$ cat src/rtl/regfile_bus_reader_if.sv
// Handshake and A-bus signals between the register-bank reader and its
// surroundings: request/abort inputs, bank enables and data, and the word stream.
interface regfile_bus_reader_if #(
    parameter int WIDTH = 16,
    parameter int NREGS = 8,
    parameter int AW    = 3
);
    logic             start;
    logic [AW-1:0]    addr_lo;
    logic [AW-1:0]    addr_hi;
    logic             abort;
    logic [NREGS-1:0] oea;
    logic [WIDTH-1:0] DA;
    logic [WIDTH-1:0] dout;
    logic [AW-1:0]    dout_addr;
    logic             dout_valid;
    logic             dout_ready;
    logic             busy;
    logic             done;
    logic             err;

    modport master (
        input  start, addr_lo, addr_hi, abort, DA, dout_ready,
        output oea, dout, dout_addr, dout_valid, busy, done, err
    );

    modport slave (
        output start, addr_lo, addr_hi, abort, DA, dout_ready,
        input  oea, dout, dout_addr, dout_valid, busy, done, err
    );
endinterface

$ cat src/rtl/regfile_bus_reader.sv
// Walks an inclusive address range on the shared A bus, enabling one register at a
// time, and streams each captured word out over a valid/ready handshake.
module regfile_bus_reader #(
    parameter int WIDTH = 16,
    parameter int NREGS = 8,
    parameter int AW    = 3
) (
    input logic                  clk,
    input logic                  reset,
    regfile_bus_reader_if.master bus
);
    typedef enum logic [2:0] {IDLE, DRIVE, SAMPLE, PRESENT, DONE} state_t;

    state_t        state;
    logic [AW-1:0] cur;
    logic [AW-1:0] last;
    logic [AW-1:0] hi_clamped;
    logic          range_bad;

    function automatic logic [AW-1:0] clamp_addr(input logic [AW-1:0] a);
        if (int'(a) >= NREGS) return AW'(NREGS - 1);
        return a;
    endfunction

    function automatic logic [NREGS-1:0] enable_for(input logic [AW-1:0] a);
        return NREGS'(1) << a;
    endfunction

    always_comb begin
        hi_clamped = clamp_addr(bus.addr_hi);
        range_bad  = (int'(bus.addr_lo) >= NREGS) || (bus.addr_lo > hi_clamped);
    end

    // oea is only ever loaded with a single enable_for() value or zero, so the
    // bank never sees two drivers on the A bus.
    always_ff @(posedge clk) begin
        if (reset) begin
            state          <= IDLE;
            cur            <= '0;
            last           <= '0;
            bus.oea        <= '0;
            bus.dout       <= '0;
            bus.dout_addr  <= '0;
            bus.dout_valid <= 1'b0;
            bus.busy       <= 1'b0;
            bus.done       <= 1'b0;
            bus.err        <= 1'b0;
        end else if (bus.abort && state != IDLE) begin
            state          <= IDLE;
            bus.oea        <= '0;
            bus.dout_valid <= 1'b0;
            bus.busy       <= 1'b0;
            bus.done       <= 1'b0;
            bus.err        <= 1'b0;
        end else begin
            bus.done <= 1'b0;
            bus.err  <= 1'b0;
            case (state)
                IDLE: begin
                    if (bus.start && !bus.abort) begin
                        if (range_bad) begin
                            state    <= DONE;
                            bus.done <= 1'b1;
                            bus.err  <= 1'b1;
                        end else begin
                            cur      <= bus.addr_lo;
                            last     <= hi_clamped;
                            bus.oea  <= enable_for(bus.addr_lo);
                            bus.busy <= 1'b1;
                            state    <= DRIVE;
                        end
                    end
                end
                DRIVE: begin
                    state <= SAMPLE;
                end
                SAMPLE: begin
                    bus.dout       <= bus.DA;
                    bus.dout_addr  <= cur;
                    bus.dout_valid <= 1'b1;
                    bus.oea        <= '0;
                    state          <= PRESENT;
                end
                PRESENT: begin
                    if (bus.dout_valid && bus.dout_ready) begin
                        bus.dout_valid <= 1'b0;
                        if (cur == last) begin
                            state    <= DONE;
                            bus.busy <= 1'b0;
                            bus.done <= 1'b1;
                        end else begin
                            cur     <= cur + 1'b1;
                            bus.oea <= enable_for(AW'(cur + 1'b1));
                            state   <= DRIVE;
                        end
                    end
                end
                DONE: begin
                    state <= IDLE;
                end
                default: begin
                    state <= IDLE;
                end
            endcase
        end
    end
endmodule

$ cat src/flat_wrapper.sv
// flat-port wrapper written by rule: the top's interface ports become plain ports
module regfile_bus_reader_flat 
#(
    parameter int WIDTH = 16,
    parameter int NREGS = 8,
    parameter int AW    = 3
)
  (clk, reset, bus_start, bus_addr_lo, bus_addr_hi, bus_abort, bus_DA, bus_dout_ready, bus_oea, bus_dout, bus_dout_addr, bus_dout_valid, bus_busy, bus_done, bus_err);
  regfile_bus_reader_if #(.WIDTH(WIDTH), .NREGS(NREGS), .AW(AW)) bus_i ();
  input logic clk;
  input logic reset;
  input wire logic [$bits(bus_i.start)-1:0] bus_start;
  input wire logic [$bits(bus_i.addr_lo)-1:0] bus_addr_lo;
  input wire logic [$bits(bus_i.addr_hi)-1:0] bus_addr_hi;
  input wire logic [$bits(bus_i.abort)-1:0] bus_abort;
  input wire logic [$bits(bus_i.DA)-1:0] bus_DA;
  input wire logic [$bits(bus_i.dout_ready)-1:0] bus_dout_ready;
  output wire logic [$bits(bus_i.oea)-1:0] bus_oea;
  output wire logic [$bits(bus_i.dout)-1:0] bus_dout;
  output wire logic [$bits(bus_i.dout_addr)-1:0] bus_dout_addr;
  output wire logic [$bits(bus_i.dout_valid)-1:0] bus_dout_valid;
  output wire logic [$bits(bus_i.busy)-1:0] bus_busy;
  output wire logic [$bits(bus_i.done)-1:0] bus_done;
  output wire logic [$bits(bus_i.err)-1:0] bus_err;
  assign bus_i.start = bus_start;
  assign bus_i.addr_lo = bus_addr_lo;
  assign bus_i.addr_hi = bus_addr_hi;
  assign bus_i.abort = bus_abort;
  assign bus_i.DA = bus_DA;
  assign bus_i.dout_ready = bus_dout_ready;
  assign bus_oea = bus_i.oea;
  assign bus_dout = bus_i.dout;
  assign bus_dout_addr = bus_i.dout_addr;
  assign bus_dout_valid = bus_i.dout_valid;
  assign bus_busy = bus_i.busy;
  assign bus_done = bus_i.done;
  assign bus_err = bus_i.err;
  regfile_bus_reader #(.WIDTH(WIDTH), .NREGS(NREGS), .AW(AW)) u_core (.clk(clk), .reset(reset), .bus(bus_i));
endmodule
$ cat config.mk
export PLATFORM = sky130hd
export DESIGN_NAME = regfile_bus_reader_flat
export DESIGN_NICKNAME = d
export VERILOG_FILES = /design/src/rtl/regfile_bus_reader_if.sv /design/src/rtl/regfile_bus_reader.sv /design/src/flat_wrapper.sv
export SDC_FILE = /design/constraint.sdc
export NUM_CORES = 1
export LEC_CHECK = 0
export ABC_AREA = 0
export BUFFER_PORTS_ARGS = -buffer_cell sky130_fd_sc_hd__buf_2
export CORE_UTILIZATION = 45
export DETAILED_ROUTE_END_ITERATION = 10
export HOLD_SLACK_MARGIN = 0.02
export PLACE_DENSITY = 0.74
export SETUP_SLACK_MARGIN = 0.4
export SYNTH_ARGS = -nofsm -noshare
export SYNTH_HDL_FRONTEND = slang
export SYNTH_SLANG_ARGS = --single-unit
$ cat constraint.sdc
create_clock -name clk -period 1.57 [get_ports clk]
set_input_delay 0.2355 -clock clk [delete_from_list [all_inputs] [get_ports clk]]
set_output_delay 0.2355 -clock clk [all_outputs]
set_load 0.02 [all_outputs]
* After elaboration in Yosys (flattened, before gate mapping)
Cells that the tools add are included.
** Operators by class
- $add $sub $neg :: 1
- $lt $le $gt $ge :: 1
- Equality and inequality tests :: 9
- Shift operators :: 2
- Muxes and demuxes :: 27
- Bitwise operators :: 3
- Reductions and logical operators :: 18
** Operators by type and width (number)
- $mux W8 :: 4
- $mux W3 :: 8
- $pmux W8 S3 :: 1
- $shl A1 B3 Y8 const A :: 2
- $pmux W3 S4 :: 1
- $reduce_and A5 Y1 :: 2
- $mux W1 :: 9
- $eq A3 B2 Y1 const B :: 2
- $ne A2 B1 Y1 const B :: 3
- $pmux W1 S2 :: 3
- $pmux W3 S2 :: 1
- $reduce_and A2 Y1 :: 3
- $reduce_and A6 Y1 :: 1
- $reduce_bool A3 Y1 :: 2
- $ne A2 B2 Y1 const B :: 2
- $reduce_and A4 Y1 :: 1
- $reduce_bool A2 Y1 :: 2
- $add A3 B1 Y3 const B :: 1
- $eq A3 B1 Y1 const B :: 1
- $eq A3 B3 Y1 :: 1
- $gt A3 B3 Y1 :: 1
- $logic_and A1 B1 Y1 :: 3
- $logic_not A3 Y1 :: 1
- $not A1 Y1 :: 3
- other kinds (3) :: 3
** Word-level totals
- Register bits after elaboration :: 40
- Input port bits :: 27
- Output and inout port bits :: 31

* Logic depth before layout (Yosys ltp)
- Depth in word-level cells :: 5
- Mapped depth :: 8
- Depth with buffers taken out :: 7

* Least setup slack after synthesis
Ideal clock, no wire load.
- Kind :: in2reg
- Start :: in bus_addr_hi[2]
- End :: reg u_core.last[0]
- Setup time :: 128 ps
- Arrival :: 1501 ps
- Data required time :: 1442 ps
- Path slack :: -59 ps
- Stages on the path :: 7
- Cell sequence :: inv_1 -> ha_1 -> a21oi_1 -> o21ai_4 -> a211oi_2 -> mux2i_1 -> nor2_1
** Between the ends
- Word-level cells in the longest chain between the ends :: 3
** RTL lines
- start: declaration :: line flat_wrapper.sv:14 : input wire logic [$bits(bus_i.addr_hi)-1:0] bus_addr_hi;
- $gt A3 B3 Y1 :: line regfile_bus_reader.sv:31 : range_bad = (int'(bus.addr_lo) >= NREGS) || (bus.addr_lo > hi_clamped);
- $not A1 Y1 (no source line)
- $reduce_and A4 Y1 (no source line)
- end signal: assignment :: line regfile_bus_reader.sv:67 : last <= hi_clamped;
- end: declaration :: line regfile_bus_reader.sv:16 : logic [AW-1:0] last;
Every way passes these cells.
A chain may end at the register's enable or synchronous reset.

* Worst setup path after layout
- Start :: reg u_core.last[2]
- End :: reg u_core.cur[2]
** Between the ends
- Word-level cells in the longest chain between the ends :: 3
** RTL lines
- $eq A3 B3 Y1 :: line regfile_bus_reader.sv:87 : if (cur == last) begin
- $ne A2 B2 Y1 (no source line)
- $reduce_and A6 Y1 (no source line)
- end signal: assignment :: line regfile_bus_reader.sv:66 : cur <= bus.addr_lo;
- end signal: assignment :: line regfile_bus_reader.sv:92 : cur <= cur + 1'b1;
- end: declaration :: line regfile_bus_reader.sv:15 : logic [AW-1:0] cur;
Every way passes these cells.

==> results.json <==
{
  "die-width_um": 66.6,
  "placed_cell_area_um2": 2470,
  "tritoncts": "built",
  "finalCritPeriodShare_pct": 109,
  "yosysSeqAreaShare_pct": 42.7,
  "wl_per_cell_um": 19.7,
  "layout_common_cells": "buf_2, buf_4, dfxtp_1",
  "worstMarginPinSlew_ps": 565,
  "whs_ps": 158,
  "cts_buffers": 5,
  "ys.flop_type": "dfxtp_1",
  "ir_drop_mv": 0.591,
  "cellPowerDensity_nw_per_um2": 875,
  "crit_path_max_fanout": 7,
  "htreeDepth": 2,
  "ant_nets": 0,
  "power_uw": 2890,
  "max_cap_viol_count": 0,
  "rsz0062_at_grt": "yes",
  "slew_viol_final": 0,
  "cp_data_required_time_ps": 1810,
  "seqCellArea_um2": 816,
  "multiInputGateArea_um2": 1480,
  "slew_headroom_pct": 62.0,
  "crit_path_start_kind": "flip-flop",
  "yosysUniqueCellTypes": 40,
  "crit_slowest_cell": "or4_4",
  "finalSetupViolCount": 33,
  "hold_class": "input port to flip-flop",
  "synthCells": 225,
  "finalInstanceArea_um2": 3310,
  "cts.sinks": 40,
  "detailed_place_hpwl_um": 3430,
  "finalClockSkew_ps": 12.7,
  "hold_violations": 0,
  "critPathKind": "flip-flop to flip-flop",
  "syn_area_um2": 1880,
  "yosysWarnings": 0,
  "timing.rr.start": "u_core.last[2]$_SDFFE_PP0P_",
  "grt_usage_pct": 24.3,
  "holdPathStages": 3,
  "setup_ws_ps": -146,
  "clk_latency_ps": 310,
  "dr.pass1.iters": 6,
  "die_area_um2": 4430,
  "cts_max_path_buffers": 2,
  "r2r_end": "u_core.cur[2]$_SDFFE_PP0P_",
  "clock_tree.root_cell": "clkbuf_8",
  "violations": "setup timing",
  "num_antenna_cells": 0,
  "core_um2": 4000,
  "r2r_slack_ps": -150,
  "p_leak_uw": 0.00149,
  "drt-initial-drc-count": 243,
  "rows": 23,
  "place_congestion": 0.833,
  "slowest_delay_ps": 560,
  "area_delta_synth_final_pct": 76.2,
  "antenna_found_initial": 0,
  "crit_start": "u_core.last[2]$_SDFFE_PP0P_",
  "die_h_um": 66.6,
  "grt_max_degree": 22,
  "holdBufCountCts": 0,
  "seq_power_share_pct": 38.3,
  "fmaxAchievable_mhz": 583,
  "drive_gt1_share_pct": 66.6,
  "pin_count": 58,
  "fin_nets": 359,
  "final_common_cell": "buf_2",
  "p_int_uw": 1950,
  "synth_nets": 256,
  "outcome": "finished, violations left",
  "first_global_vias": 1708,
  "place.port_buffers": 57,
  "wl_um": 7470,
  "num_vias": 2199,
  "fillCellCount": 203,
  "synth_edf_count": 0,
  "fin_crit_ps": 1720,
  "vias_per_cell": 5.80,
  "r2r_cells": 5,
  "ys_ff_latch": 40,
  "crit_end": "u_core.cur[2]$_SDFFE_PP0P_",
  "power.switching_uw": 937,
  "switching_share_pct": 32.4,
  "grt_pass1_wl_um": 8090,
  "start_util_pct": 46.9,
  "drc_errors": 0,
  "clk_pin_slew_ps": 90,
  "comb_power_share_pct": 30.4,
  "ys_async_sr_fraction_pct": 0,
  "cp.arrival_ps": 1960,
  "clkPwrFrac_pct": 31.3,
  "crit_path_end_kind": "flip-flop",
  "grt_overflow": 0,
  "synth.avg_cell_area_um2": 8.34,
  "crit_chain": "xor2_1 > or4_4 > a21boi_4 > o211ai_1 > a32o_1"
}
[flip-flops by register name, summed over array words and instances, names as in the netlist]
signal,flops
u_core.bus.busy,1
u_core.bus.done,1
u_core.bus.dout,16
u_core.bus.dout_addr,3
u_core.bus.dout_valid,1
u_core.bus.err,1
u_core.bus.oea,8
u_core.cur,3
u_core.last,3
u_core.state,3
[critical path, delay by kind of cell (launching register included)]
family | cells | cell delay [ps]
AOI/OAI and AO/OA | 3 | 560
DFF | 1 | 330
and+or+nand+nor | 1 | 560
xor gates and xnor gates | 1 | 180
[metrics by stage]
stage	cells	utilization (%)	setup slack, ps	setup TNS [ps]
6_report	379	82.7	-146	-1520
5_1_grt	379	82.7	-229	-3470
4_1_cts	365	70.3	-38.9	-154
3_5_place_dp	350	61.9	-150	-1590
3_3_place_gp	350	61.9	-110	-924
2_1_floorplan	225	-	18.0	0
[synthesized netlist by cell type (2+ instances only)]
master,number,area [um^2]
nand2_1,61,229
dfxtp_1,40,801
a21oi_1,27,135
mux2i_1,12,120
nor2_1,7,26.3
a21oi_2,6,52.6
inv_1,6,22.5
nand3_1,6,30.0
buf_2,5,25.0
clkbuf_1,5,18.8
or3_1,5,31.3
ha_1,4,50.1
nor3_1,4,20.0
o21ai_0,4,20.0
nor4_1,3,18.8
xor2_1,3,26.3
a21o_1,2,15.0
buf_4,2,15.0
nand2b_1,2,12.5
[worst min path at each step]
| stage | to | from | slack (ps) |
|---|---|---|---|
| finish | u_core.bus.dout[11]$_SDFFE_PP0P_ | bus_DA[11] | 160 |
| global route | u_core.bus.dout[13]$_SDFFE_PP0P_ | bus_DA[13] | 170 |
| CTS | u_core.bus.dout[6]$_SDFFE_PP0P_ | bus_DA[6] | 160 |
| detailed placement | u_core.bus.dout[10]$_SDFFE_PP0P_ | u_core.bus.dout[10]$_SDFFE_PP0P_ | 440 |
| global placement | u_core.bus.dout[9]$_SDFFE_PP0P_ | u_core.bus.dout[9]$_SDFFE_PP0P_ | 440 |
| floorplan | u_core.bus.dout[0]$_SDFFE_PP0P_ | bus_DA[0] | 380 |
[area by class of cell]
cell class | instances | share of cell area [%]
Multi-Input combinational cell | 166 | 44.7
Sequential cell | 40 | 24.7
Timing Repair Buffer | 109 | 24.6
Clock buffer | 5 | 2.08
Tap cell | 50 | 1.89
Clock inverter | 3 | 1.44
Inverter | 6 | 0.681
[layer usage]
layer / vias up / GRT usage (%) / share of wire [%]
li1: 975 / - / -
met1: 1032 / 33.3 / 39
met2: 151 / 38.3 / 49
met3: 41 / 4.79 / 7.5
met4: 0 / 7.18 / 4.4
met5: - / 0 / 0
[power groups by stage]
stage	sequential (uW)	clock, uW	combinational [uW]
finish	1110	905	879
global route	1110	949	921
CTS	1100	882	659
detailed placement	1120	0	583
global placement	1120	0	574
floorplan	1140	0	347
[what timing repair did]
item	CTS	global route
gates cloned	3	3
endpoints found under the hold margin	0	0
buffers inserted	4	11
endpoints found under the setup margin	40	40
pin swaps	30	42
resized for setup	54	81
[cells by family after synthesis]
group / Yosys count / share of synthesized area (%)
xor+xnor: 4 / 1.87
simple gates: 98 / 24.7
mux: 12 / 6.40
fa+ha+maj: 4 / 2.67
flops: 40 / 42.7
compound gates: 48 / 17.1
buf+inv: 19 / 4.53
Power figures use the tool's default switching activity.
